<file path="src/rtl/datapath_pkg.sv">
// datapath_pkg -- shared constants for the register-file datapath.
//   DATA_W      : register / bus width
//   NUM_SRC     : number of bus sources selectable through encIn
//   SRC_*       : encIn bit index (and encoded select value) of each bus source
//   SEL_W       : width of the encoded bus select
package datapath_pkg;

  localparam int DATA_W  = 32;
  localparam int NUM_GPR = 16;
  localparam int NUM_SRC = 24;
  localparam int SEL_W   = 5;

  typedef logic [DATA_W-1:0] word_t;
  typedef logic [SEL_W-1:0]  sel_t;

  // Bus-source bit map of encIn; bits 24..31 select nothing.
  localparam int SRC_R0     = 0;
  localparam int SRC_HI     = 16;
  localparam int SRC_LO     = 17;
  localparam int SRC_ZHI    = 18;
  localparam int SRC_ZLO    = 19;
  localparam int SRC_PC     = 20;
  localparam int SRC_MDR    = 21;
  localparam int SRC_INPORT = 22;
  localparam int SRC_CSIGN  = 23;

endpackage

</file>
<file path="src/rtl/reg32.sv">
// reg32 -- DATA_W-bit register with load enable and asynchronous active-low clear.
//   gclk   : clock, loads on rising edge
//   grst_n : async clear, forces q to zero while low
//   en     : load enable, active high
//   d      : load data
//   q      : register contents
module reg32
  import datapath_pkg::*;
#(
  parameter int W = DATA_W
) (
  input  logic         gclk,
  input  logic         grst_n,
  input  logic         en,
  input  logic [W-1:0] d,
  output logic [W-1:0] q
);

  always_ff @(posedge gclk or negedge grst_n) begin
    if (!grst_n)  q <= '0;
    else if (en)  q <= d;
  end

endmodule

</file>
<file path="src/rtl/datapath.sv">
// datapath -- register file, one-hot bus, MDR input mux and NOT/pass ALU.
//   Mdatain            : memory read data, MDR source when Read=1
//   encIn              : one-hot bus-source select (lowest set bit wins)
//   Clock / Clear      : clock / async active-low clear of every register
//   Read               : MDR input select (1 = Mdatain, 0 = bus)
//   R0in..Yin          : per-register load enables
//   R0..R15,HI,..,RY   : register contents (RY is the Y register)
//   NOT                : ALU complement select
//   busMuxOut          : combinational internal bus
// Purely a datapath: no sequencing state lives here.
module datapath
  import datapath_pkg::*;
(
  input  logic [DATA_W-1:0] Mdatain,
  input  logic [DATA_W-1:0] encIn,
  input  logic              Clock,
  input  logic              Clear,
  input  logic              Read,
  input  logic              R0in,
  input  logic              R1in,
  input  logic              R2in,
  input  logic              R3in,
  input  logic              R4in,
  input  logic              R5in,
  input  logic              R6in,
  input  logic              R7in,
  input  logic              R8in,
  input  logic              R9in,
  input  logic              R10in,
  input  logic              R11in,
  input  logic              R12in,
  input  logic              R13in,
  input  logic              R14in,
  input  logic              R15in,
  input  logic              HIin,
  input  logic              LOin,
  input  logic              ZHIin,
  input  logic              ZLOin,
  input  logic              PCin,
  input  logic              INPORTin,
  input  logic              CSIGNin,
  input  logic              MDRin,
  input  logic              Yin,
  output logic [DATA_W-1:0] R0,
  output logic [DATA_W-1:0] R1,
  output logic [DATA_W-1:0] R2,
  output logic [DATA_W-1:0] R3,
  output logic [DATA_W-1:0] R4,
  output logic [DATA_W-1:0] R5,
  output logic [DATA_W-1:0] R6,
  output logic [DATA_W-1:0] R7,
  output logic [DATA_W-1:0] R8,
  output logic [DATA_W-1:0] R9,
  output logic [DATA_W-1:0] R10,
  output logic [DATA_W-1:0] R11,
  output logic [DATA_W-1:0] R12,
  output logic [DATA_W-1:0] R13,
  output logic [DATA_W-1:0] R14,
  output logic [DATA_W-1:0] R15,
  output logic [DATA_W-1:0] HI,
  output logic [DATA_W-1:0] LO,
  output logic [DATA_W-1:0] ZHI,
  output logic [DATA_W-1:0] ZLO,
  output logic [DATA_W-1:0] PC,
  output logic [DATA_W-1:0] MDR,
  output logic [DATA_W-1:0] INPORT,
  output logic [DATA_W-1:0] CSIGN,
  output logic [DATA_W-1:0] RY,
  input  logic              NOT,
  output logic [DATA_W-1:0] busMuxOut
);

  // ---------------------------------------------------------------- GPRs
  logic [NUM_GPR-1:0]             gpr_en;
  logic [NUM_GPR-1:0][DATA_W-1:0] gpr_q;

  assign gpr_en = {R15in, R14in, R13in, R12in, R11in, R10in, R9in, R8in,
                   R7in,  R6in,  R5in,  R4in,  R3in,  R2in,  R1in, R0in};

  for (genvar g = 0; g < NUM_GPR; g++) begin : g_gpr
    reg32 u_gpr (
      .gclk   (Clock),
      .grst_n (Clear),
      .en     (gpr_en[g]),
      .d      (busMuxOut),
      .q      (gpr_q[g])
    );
  end

  assign R0  = gpr_q[0];
  assign R1  = gpr_q[1];
  assign R2  = gpr_q[2];
  assign R3  = gpr_q[3];
  assign R4  = gpr_q[4];
  assign R5  = gpr_q[5];
  assign R6  = gpr_q[6];
  assign R7  = gpr_q[7];
  assign R8  = gpr_q[8];
  assign R9  = gpr_q[9];
  assign R10 = gpr_q[10];
  assign R11 = gpr_q[11];
  assign R12 = gpr_q[12];
  assign R13 = gpr_q[13];
  assign R14 = gpr_q[14];
  assign R15 = gpr_q[15];

  // ------------------------------------------------------ MDR mux and ALU
  word_t               mdr_d;
  logic [2*DATA_W-1:0] alu_c;

  assign mdr_d = Read ? Mdatain : busMuxOut;
  // Only the low half carries data; the high half is a defined zero so
  // ZHI has a well-defined source for future wide operations.
  assign alu_c = {{DATA_W{1'b0}}, (NOT ? ~busMuxOut : busMuxOut)};

  // ---------------------------------------------------- special registers
  reg32 u_hi     (.gclk(Clock), .grst_n(Clear), .en(HIin),     .d(busMuxOut),             .q(HI));
  reg32 u_lo     (.gclk(Clock), .grst_n(Clear), .en(LOin),     .d(busMuxOut),             .q(LO));
  reg32 u_zhi    (.gclk(Clock), .grst_n(Clear), .en(ZHIin),    .d(alu_c[2*DATA_W-1:DATA_W]), .q(ZHI));
  reg32 u_zlo    (.gclk(Clock), .grst_n(Clear), .en(ZLOin),    .d(alu_c[DATA_W-1:0]),     .q(ZLO));
  reg32 u_pc     (.gclk(Clock), .grst_n(Clear), .en(PCin),     .d(busMuxOut),             .q(PC));
  reg32 u_mdr    (.gclk(Clock), .grst_n(Clear), .en(MDRin),    .d(mdr_d),                 .q(MDR));
  reg32 u_inport (.gclk(Clock), .grst_n(Clear), .en(INPORTin), .d(busMuxOut),             .q(INPORT));
  reg32 u_csign  (.gclk(Clock), .grst_n(Clear), .en(CSIGNin),  .d(busMuxOut),             .q(CSIGN));
  reg32 u_y      (.gclk(Clock), .grst_n(Clear), .en(Yin),      .d(busMuxOut),             .q(RY));

  // ---------------------------------------------------------- bus sources
  logic [NUM_SRC-1:0][DATA_W-1:0] src;

  always_comb begin
    src = '0;
    for (int i = 0; i < NUM_GPR; i++) src[SRC_R0+i] = gpr_q[i];
    src[SRC_HI]     = HI;
    src[SRC_LO]     = LO;
    src[SRC_ZHI]    = ZHI;
    src[SRC_ZLO]    = ZLO;
    src[SRC_PC]     = PC;
    src[SRC_MDR]    = MDR;
    src[SRC_INPORT] = INPORT;
    src[SRC_CSIGN]  = CSIGN;
  end

  // -------------------------------------------------- encoder and bus mux
  // Scan downward so the lowest set bit is the last (winning) assignment.
  sel_t sel;
  logic sel_vld;

  always_comb begin
    sel     = '0;
    sel_vld = 1'b0;
    for (int i = NUM_SRC-1; i >= 0; i--) begin
      if (encIn[i]) begin
        sel     = SEL_W'(i);
        sel_vld = 1'b1;
      end
    end
  end

  // encIn[31:24] map to no source; a word with only those bits set drives zero.
  logic unused_enc_hi;
  assign unused_enc_hi = ^encIn[DATA_W-1:NUM_SRC];

  assign busMuxOut = sel_vld ? src[sel] : '0;

endmodule

</file>
<file path="config.mk">
export PLATFORM = sky130hd
export DESIGN_NAME = datapath
export DESIGN_NICKNAME = d
export VERILOG_FILES = /design/src/rtl/datapath_pkg.sv /design/src/rtl/reg32.sv /design/src/rtl/datapath.sv
export SDC_FILE = /design/constraint.sdc
export NUM_CORES = 2
export LEC_CHECK = 0
export CAP_MARGIN = 10
export CELL_PAD_IN_SITES_DETAIL_PLACEMENT = 1
export CELL_PAD_IN_SITES_GLOBAL_PLACEMENT = 2
export CORE_AREA = 3 3 359 361
export CTS_CLUSTER_DIAMETER = 150
export DETAILED_ROUTE_END_ITERATION = 16
export DIE_AREA = 0 0 362 364
export PLACE_DENSITY_LB_ADDON = 0.1
export SYNTH_ARGS = -nofsm -noshare
export SYNTH_HDL_FRONTEND = slang
export SYNTH_SLANG_ARGS = --single-unit
</file>
<file path="constraint.sdc">
create_clock -name Clock -period 10.25 [get_ports Clock]
set_input_delay 1.5375 -clock Clock [delete_from_list [all_inputs] [get_ports Clock]]
set_output_delay 1.5375 -clock Clock [all_outputs]
set_load 0.01 [all_outputs]
</file>
==> out/qor.yml <==
outcome:
  status: "finished clean"
clock_tree:
  cts_root_buf: "clkbuf_16"
  postCtsSetupBuffers: 0
  clkTransAtPathRegs_ns: 0.06
  cts_made_buffers: 97
  cts_tree: "built"
  cts_hold_buf: 0
  clkSinkCount: 768
  cts-resized-gates: 0
  clock_path_buffers: 3
  clk_latency_ns: 0.70
  h-tree-depth: 3
routing:
  highest_layer: "met4"
  drtPass1Iterations: 8
  initialDrtViolationCount: 2634
  met1Wirelength_um: 95930
  drc: 0
  wl_met3_um: 16970
  viasPerCell: 5.688
  postRouteAntennaNets: 0
  wl_per_cell_um: 36.20
  totalWireLength_um: 213700
  wl_met2_um: 95730
  vias: 33590
final_layout:
  area_delta_synth_final_pct: 34.92
  utilization_pct: 41.84
  layout_common_cells: "clkdlybuf4s50_1, dfrtp_1, mux2_2"
  layoutNonFillerInstCount: 5905
  regArea_sq_um: 19220
  final_common_cell: "clkdlybuf4s50_1"
  nets: 4263
  drive_gt1_share_pct: 25.44
  multiInputGateArea_sq_um: 17990
  nFillCells: 13530
floorplan:
  die_height_um: 364
  row_count: 130
  dieArea_sq_um: 131800
  die_w_um: 362
  io_pins: 925
  initial_core_util_pct: 31.01
  core_sq_um: 125700
worst_setup_path:
  reg2reg_from: "g_gpr[15].u_gpr.q[7]"
  path_buf_inv: 3
  cp_data_arrival_time_ns: 7.16
  cp_slowest_cell: "a2111oi_0"
  critPathMaxFanout: 38
  cp.required_ns: 8.71
  reg2reg_depth: 7
  critPathKind: "input port to output pin"
  cpPeakStageDelay_ns: 0.80
  cp_common_cell: "clkdlybuf4s50_1"
  critPathLaunchType: "input port"
  path_cells: "clkdlybuf4s50_1 -> nor2b_1 -> o21bai_4 -> nand2_1 -> a21oi_4 -> buf_12 -> mux2i_1 -> a2111oi_0 -> a211o_1 -> and2_1 -> clkdlybuf4s50_1"
  r2r_setup_slack_ns: 6.99
  timing.rr.end: "g_gpr[6].u_gpr.q[7]"
  end_kind: "output pin"
  crit_family: "compound AO/OA/AOI/OAI gates"
timing:
  setup_viol: 0
  worst_pin_slew_ns: 1.150
  post-route-period-util_pct: 84.89
  fin_hold_ws_ns: 0.5072
  fmax_mhz: 114.9
  report.final.slew_viol_count: 0
  hold_viol: 0
  fin_ws_ns: 1.549
  setup_tns_ns: 0
  skew_ns: 0.02592
  max_slew_margin_pct: 23.13
  period_minus_slack_ns: 8.701
  rsz0062_at_grt: "no"
hold_path:
  holdPathEnd: "u_y.q[24]"
  min_from: "u_y.q[24]"
  min_path_type: "flip-flop to flip-flop"
  min_delay_path_depth: 1
power:
  max-vdd-ir-drop_v: 0.0001322
  total_leakage_power_nw: 19.96
  p_per_area_nw_per_um2: 278.0
logic_synthesis:
  synth-edff-count: 0
  synthFlopType: "dfrtp_1"
  avgSynthCellArea_sq_um: 11.33
  seq_area_frac_synth_pct: 49.29
  async_reset_ff_share_pct: 100.0
  syn_area_sq_um: 38990
  synth_warnings: 0
  yosysUniqueCellTypes: 72
  ys_seq_elements: 768
  synth_cells: 3441
placed_design:
  place_ws_ns: 1.656
  io_buffers: 883
  dpl.hpwl_um: 153800
  place.gp.congestion: 0.8610
  dp_cells: 5721
job:
  max_cap_viol_count: 0
global_route:
  grt_max_degree: 176
  grt_pass1_vias: 33780
  grt_pass1_wl_um: 292500
  overflow: 0
  gr-usage-all-layers_pct: 31.50
  antenna_found_initial: 9
## flip-flops by register name, summed over array words and instances, names as in the netlist
register	flops
g_gpr.u_gpr.q	512
u_csign.q	32
u_hi.q	32
u_inport.q	32
u_lo.q	32
u_mdr.q	32
u_pc.q	32
u_y.q	32
u_zlo.q	32
## worst max-delay path by stage
| stage | from | to | cells past startpoint |
|---|---|---|---|
| after floorplan | encIn[17] | busMuxOut[10] | 13 |
| after global placement | encIn[6] | busMuxOut[2] | 12 |
| after detailed placement | encIn[6] | busMuxOut[23] | 11 |
| after CTS | encIn[6] | busMuxOut[23] | 11 |
| after global routing | encIn[6] | busMuxOut[23] | 11 |
| final | encIn[6] | busMuxOut[23] | 11 |
## synthesized netlist by cell type, types with 8 or more instances
| cell | count | area, sq um |
|---|---|---|
| mux2_2 | 673 | 7579 |
| a21o_1 | 18 | 135.1 |
| buf_6 | 12 | 135.1 |
| o2111ai_1 | 83 | 727.0 |
| buf_1 | 30 | 112.6 |
| clkbuf_1 | 196 | 735.7 |
| a31oi_1 | 57 | 356.6 |
| a221oi_1 | 36 | 315.3 |
| a21oi_1 | 110 | 550.5 |
| dfrtp_1 | 768 | 19220 |
| nor2_1 | 119 | 446.7 |
| nor4_1 | 22 | 137.6 |
| mux2_1 | 10 | 112.6 |
| buf_2 | 128 | 640.6 |
| a211oi_2 | 14 | 175.2 |
| and3_1 | 79 | 494.2 |
| a2111oi_0 | 25 | 219.0 |
| a221o_1 | 33 | 330.3 |
| a41oi_1 | 28 | 245.2 |
| a221oi_2 | 8 | 120.1 |
| nand2_1 | 238 | 893.4 |
| inv_1 | 26 | 97.59 |
| nor3_1 | 74 | 370.4 |
| and2_1 | 20 | 125.1 |
| o21ai_0 | 64 | 320.3 |
| o22ai_1 | 29 | 181.4 |
| nand3_1 | 112 | 560.5 |
| a211o_1 | 26 | 227.7 |
| a211oi_1 | 45 | 337.8 |
| buf_4 | 52 | 390.4 |
| mux2i_1 | 108 | 1081 |
| nor2_2 | 12 | 75.07 |
| o211ai_1 | 82 | 615.6 |
## per-layer routing
layer / up-vias / track usage (%)
li1: 14230 / -
met1: 17930 / 43.82
met2: 1252 / 48.69
met3: 177 / 8.173
met4: 0 / 8.087
met5: - / 0
## report_power, final
part | internal (mW) | switching (mW)
Clock | 2.11 | 1.49
Sequential | 4.05 | 0.971
Combinational | 2.87 | 3.12
## cell type report
type	instances	share of cell area (%)
flip-flops and latches	768	36.53
multi-input cells	2259	34.19
inverters	27	0.1974
diodes	6	0.02854
well taps	1650	3.924
clock buffers	133	5.311
clock inverters	45	1.011
repair buffers	1017	18.81
## through the flow
stage	power, mW	area, sq um
floorplan	7.023	39110
global placement	10.97	49270
detailed placement	11.03	49270
CTS	14.71	52590
global route	15.23	52600
finish	14.62	52610
## logic make-up after synthesis
group                  count (synthesis)  synth area share, %
AOI/OAI and AO/OA                    723                14.05
buffers and inverters                445                5.426
DFF                                  768                49.29
muxes                                791                22.50
other                                  1             0.009618
and+or+nand+nor                      713                8.732
(Power assumes the default switching activity.)
